### config.mk
export PLATFORM = sky130hd
export DESIGN_NAME = spi_counter_slave_rx
export DESIGN_NICKNAME = d
export VERILOG_FILES = /design/src/rtl/spi_pkg.sv /design/src/rtl/spi_sync_edge.sv /design/src/rtl/spi_counter_slave_rx.sv
export SDC_FILE = /design/constraint.sdc
export NUM_CORES = 1
export LEC_CHECK = 0
export BUFFER_PORTS_ARGS = -buffer_cell sky130_fd_sc_hd__buf_2
export CAP_MARGIN = 20
export CORE_MARGIN = 2
export CORE_UTILIZATION = 45
export DETAILED_ROUTE_END_ITERATION = 7
export GPL_TIMING_DRIVEN = 0
export PLACE_DENSITY = 0.75
export SYNTH_ARGS = -nofsm -noshare
export SYNTH_HDL_FRONTEND = slang
export SYNTH_HIERARCHICAL = 1
export SYNTH_SLANG_ARGS = --single-unit
export TNS_END_PERCENT = 1
### constraint.sdc
create_clock -name clk -period 3.2 [get_ports clk]
set_input_delay 0.32 -clock clk [delete_from_list [all_inputs] [get_ports clk]]
set_output_delay 0.32 -clock clk [all_outputs]
set_load 0.01 [all_outputs]
### src/rtl/spi_pkg.sv
// Shared types and constants for the SPI counter-frame slave.
package spi_pkg;

    typedef enum logic [2:0] {
        IDLE,
        RX_HIGH,
        RX_LOW,
        FULL,
        OVERRUN
    } rx_state_t;

    localparam int FRAME_BITS = 16;
    localparam int CNT_W      = 14;
    localparam int PAD_W      = 2;
    localparam int BYTE_W     = 8;

    localparam logic [7:0] DEFAULT_ID_BYTE = 8'hA5;
    localparam logic [4:0] BIT_CNT_MAX     = 5'd17;
    localparam logic [4:0] BIT_CNT_BYTE    = 5'd8;

    // Bit counter advance, saturating so overlong frames stay recognisable.
    function automatic logic [4:0] bit_cnt_inc(input logic [4:0] cnt);
        return (cnt >= BIT_CNT_MAX) ? cnt : cnt + 5'd1;
    endfunction

endpackage

### src/rtl/spi_sync_edge.sv
// Multi-flop synchronizer with registered rise/fall strobes for one async input.
module spi_sync_edge #(
    parameter int   STAGES    = 2,
    parameter logic RESET_VAL = 1'b0
) (
    input  logic clk,
    input  logic reset,
    input  logic din,
    output logic level,
    output logic rise,
    output logic fall
);

    logic [STAGES-1:0] sync;
    logic              prev;
    // Edges are suppressed until the chain holds only real samples, so the
    // reset level never produces a phantom edge.
    logic [STAGES:0]   vld_pipe;

    assign level = sync[STAGES-1];

    always_ff @(posedge clk) begin
        if (reset) begin
            sync     <= {STAGES{RESET_VAL}};
            prev     <= RESET_VAL;
            vld_pipe <= '0;
            rise     <= 1'b0;
            fall     <= 1'b0;
        end else begin
            sync     <= {sync[STAGES-2:0], din};
            prev     <= sync[STAGES-1];
            vld_pipe <= {vld_pipe[STAGES-1:0], 1'b1};
            rise     <= vld_pipe[STAGES] &  sync[STAGES-1] & ~prev;
            fall     <= vld_pipe[STAGES] & ~sync[STAGES-1] &  prev;
        end
    end

endmodule

### src/rtl/spi_counter_slave_rx.sv
// SPI mode-0 slave receiving {pad, cnt[13:8]}, cnt[7:0] frames; answers ID then sequence byte.
module spi_counter_slave_rx
    import spi_pkg::*;
#(
    parameter int         SYNC_STAGES = 2,
    parameter logic [7:0] ID_BYTE     = DEFAULT_ID_BYTE
) (
    input  logic              clk,
    input  logic              reset,
    input  logic              sclk,
    input  logic              mosi,
    input  logic              ss,
    output logic              miso,
    output logic [CNT_W-1:0]  o_counter,
    output logic              o_valid,
    output logic              o_frame_err,
    output logic [BYTE_W-1:0] o_frame_cnt
);

    logic sclk_rise, sclk_fall;
    logic ss_rise, ss_fall;
    logic mosi_lvl;
    logic [1:0] unused_levels;
    logic [1:0] unused_mosi_edges;

    spi_sync_edge #(.STAGES(SYNC_STAGES), .RESET_VAL(1'b0)) u_sclk_sync (
        .clk   (clk),
        .reset (reset),
        .din   (sclk),
        .level (unused_levels[0]),
        .rise  (sclk_rise),
        .fall  (sclk_fall)
    );

    spi_sync_edge #(.STAGES(SYNC_STAGES), .RESET_VAL(1'b1)) u_ss_sync (
        .clk   (clk),
        .reset (reset),
        .din   (ss),
        .level (unused_levels[1]),
        .rise  (ss_rise),
        .fall  (ss_fall)
    );

    spi_sync_edge #(.STAGES(SYNC_STAGES), .RESET_VAL(1'b0)) u_mosi_sync (
        .clk   (clk),
        .reset (reset),
        .din   (mosi),
        .level (mosi_lvl),
        .rise  (unused_mosi_edges[0]),
        .fall  (unused_mosi_edges[1])
    );

    rx_state_t             state;
    logic [4:0]            bit_cnt;
    logic [FRAME_BITS-1:0] rx_shift;
    logic [BYTE_W-1:0]     tx_shift;
    // Set by the first ss fall after reset; an ss rise seen before that is
    // the tail of a frame aborted by reset and is dropped silently.
    logic                  armed;

    always_ff @(posedge clk) begin
        if (reset) begin
            state       <= IDLE;
            bit_cnt     <= '0;
            rx_shift    <= '0;
            tx_shift    <= '0;
            armed       <= 1'b0;
            miso        <= 1'b0;
            o_counter   <= '0;
            o_valid     <= 1'b0;
            o_frame_err <= 1'b0;
            o_frame_cnt <= '0;
        end else begin
            o_valid     <= 1'b0;
            o_frame_err <= 1'b0;

            if (ss_rise) begin
                // End of frame wins over any coincident sclk edge.
                state <= IDLE;
                miso  <= 1'b0;
                if (state == FULL && rx_shift[FRAME_BITS-1 -: PAD_W] == '0) begin
                    o_counter   <= rx_shift[CNT_W-1:0];
                    o_valid     <= 1'b1;
                    o_frame_cnt <= o_frame_cnt + 8'd1;
                end else if (armed) begin
                    o_frame_err <= 1'b1;
                end
            end else if (ss_fall) begin
                state    <= RX_HIGH;
                armed    <= 1'b1;
                bit_cnt  <= '0;
                rx_shift <= '0;
                tx_shift <= ID_BYTE;
                miso     <= ID_BYTE[BYTE_W-1];
            end else if (state != IDLE) begin
                if (sclk_rise) begin
                    rx_shift <= {rx_shift[FRAME_BITS-2:0], mosi_lvl};
                    bit_cnt  <= bit_cnt_inc(bit_cnt);
                    case (state)
                        RX_HIGH: if (bit_cnt == BIT_CNT_BYTE - 5'd1) state <= RX_LOW;
                        RX_LOW:  if (bit_cnt == 5'd15)               state <= FULL;
                        FULL:    state <= OVERRUN;
                        default: ;
                    endcase
                end else if (sclk_fall) begin
                    // Second byte reports how many frames were accepted before this one.
                    if (bit_cnt == BIT_CNT_BYTE) begin
                        tx_shift <= o_frame_cnt;
                        miso     <= o_frame_cnt[BYTE_W-1];
                    end else begin
                        tx_shift <= {tx_shift[BYTE_W-2:0], 1'b0};
                        miso     <= tx_shift[BYTE_W-2];
                    end
                end
            end
        end
    end

endmodule

==> results_dict.tcl <==
set metrics [dict create \
    min_period_over_period_pct 60.2 \
    r2r_cells 6 \
    hp-class "primary input to flip-flop" \
    area_growth_syn_to_layout_pct 14.6 \
    worstPathRequired_ps 3450 \
    drive_above_1_share_pct 21.1 \
    initial_core_util_pct 46.3 \
    syn_area_sq_um 2920 \
    crit_fanout 6 \
    first_global_vias 2084 \
    wirelength_um 5600 \
    num_rows 29 \
    pre_cts_slack_ps 1330 \
    vias_per_cell 5.32 \
    power.density_nw_per_um2 495 \
    cts_resized 0 \
    cpLargestDelayFamily "simple AND/OR/NAND/NOR gates" \
    outcome "completed" \
    hold_depth 2 \
    layout.cells.non_filler 427 \
    path_cells "inv_1 > ha_1 > nor4_2 > a211oi_1 > or4_1 > a211oi_1" \
    critical_path_buf_inv_count 1 \
    drtAntennaViolNets 0 \
    final_cell_mix "dfxtp_1, buf_2, a21oi_1, nand2_1, nor2_1" \
    grt_pass1_wl_um 9670 \
    drtPass1Iterations 4 \
    post-cts-setup-buffer-count 0 \
    tns_ps 0 \
    power_leakage_uw 0.00137 \
    dp.cells 411 \
    dieWidth_um 84.6 \
    cts_tree "yes" \
    setup_slack_ps 1270 \
    total_power_uw 1660 \
    worstMarginPinSlew_ps 1100 \
    synth_fp_nets 315 \
    coreArea_sq_um 6310 \
    hpwl_um 3940 \
    cp-end-kind "flip-flop" \
    cp_num_cells 6 \
    cts_buffers 9 \
    crit_path_max_incr_delay_ps 430 \
    final_nets 355 \
    fill_cells 568 \
    grt_max_degree 23 \
    max_freq_mhz 519 \
    die_y_um 84.6 \
    cap_viol_max_count 0 \
    critical_path_class "flip-flop to flip-flop" \
    htreeDepth 3 \
    cts_sinks 75 \
    ioPinCount 30 \
    gp_congestion 0.782 \
    wl_per_cell_um 13.1 \
    dr_total_vias 2273 \
    start_kind "flip-flop" \
    fin_hold_ws_ps 168 \
    synth_cells 305 \
    root_buffer "clkbuf_8" \
    ys_warn_count 6 \
    drtIter0Drc 87 \
    rsz0062_at_grt "false" \
    grt_usage_pct 16.8 \
    final_common_cell "dfxtp_1" \
    period_minus_slack_ps 1930 \
    portBuffers 29 \
    crit_top_cell "a211oi_1" \
    antennaDiodeCount 0 \
    cts_hold_buf 0 \
    fp.dieArea_sq_um 7160 \
    drc 0 \
    clock_latency_ps 330 \
    antenna_found_initial 0 \
    max-clock-path-buffers 2 \
    peakVddDrop_v 0.000326 \
    final_hold_viol_count 0 \
    slew_headroom_pct 26.0 \
    clock-skew-final_ps 7.95 \
    slowest_stage "or4_1" \
    overflow 0 \
    avgSynthCellArea_sq_um 9.59 \
    critical_path_arrival_ps 2170 \
    final-setup-viol-count 0 \
    path_clk_slew_ps 70 \
    slew_violations 0 \
]
worst register-to-register path: cells and delay by family (launching register included):
| kind | cells | cell delay [ps] |
|---|---|---|
| and+or+nand+nor | 2 | 670 |
| AOI/OAI and AO/OA | 2 | 470 |
| DFF | 1 | 420 |
| adders and majority gates | 1 | 190 |
| buffers and inverters | 1 | 90 |
power by group:
group          internal [uW]  switching (uW)  leakage (uW)  total, uW
Sequential               941            2.77      0.000607        944
Combinational           13.2            21.5      0.000666       34.7
Clock                    358             322     0.0000971        680
Total                   1310             346       0.00137       1660
metal layers:
metal	track usage [%]	routed length, um	vias to the layer above
met4	6.78	106	0
met1	22.0	2680	1048
li1	-	-	1160
met3	6.49	291	9
met5	0	0	-
met2	24.9	2520	56
sequential cells by signal, indices dropped and copies added, names as in the netlist, 3 cells and up:
register and flops:
u_sclk_sync/vld_pipe 3, bit_cnt 5, u_ss_sync/vld_pipe 3, state 3, o_counter 14, o_frame_cnt 8, tx_shift 7, rx_shift 16
final timing paths:
| path | startpoint | to | slack [ps] |
|---|---|---|---|
| worst max-delay path | bit_cnt[1] | bit_cnt[2] | 1270 |
| worst min-delay path | ss | u_ss_sync/sync[0] | 170 |
| worst min register to register | u_ss_sync/sync[0] | u_ss_sync/sync[1] | 410 |
| worst max register to register | bit_cnt[1] | bit_cnt[2] | 1270 |
through the flow:
stage | utilization [%] | area [sq um]
floorplan | - | 2920
global placement | 50.1 | 3170
detailed placement | 50.1 | 3170
CTS | 53.1 | 3350
global route | 53.1 | 3350
finish | 53.1 | 3350
area by class of cell:
cell class	count	area [sq um]	area share, %
flip-flops and latches	75	1500	44.8
multi-input cells	204	1320	39.3
repair buffers	29	145	4.33
clock buffers	11	131	3.92
well taps	77	96.3	2.88
plain buffers	16	67.6	2.02
clock inverters	5	53.8	1.61
inverters	10	37.5	1.12
(Power assumes the default switching activity.)
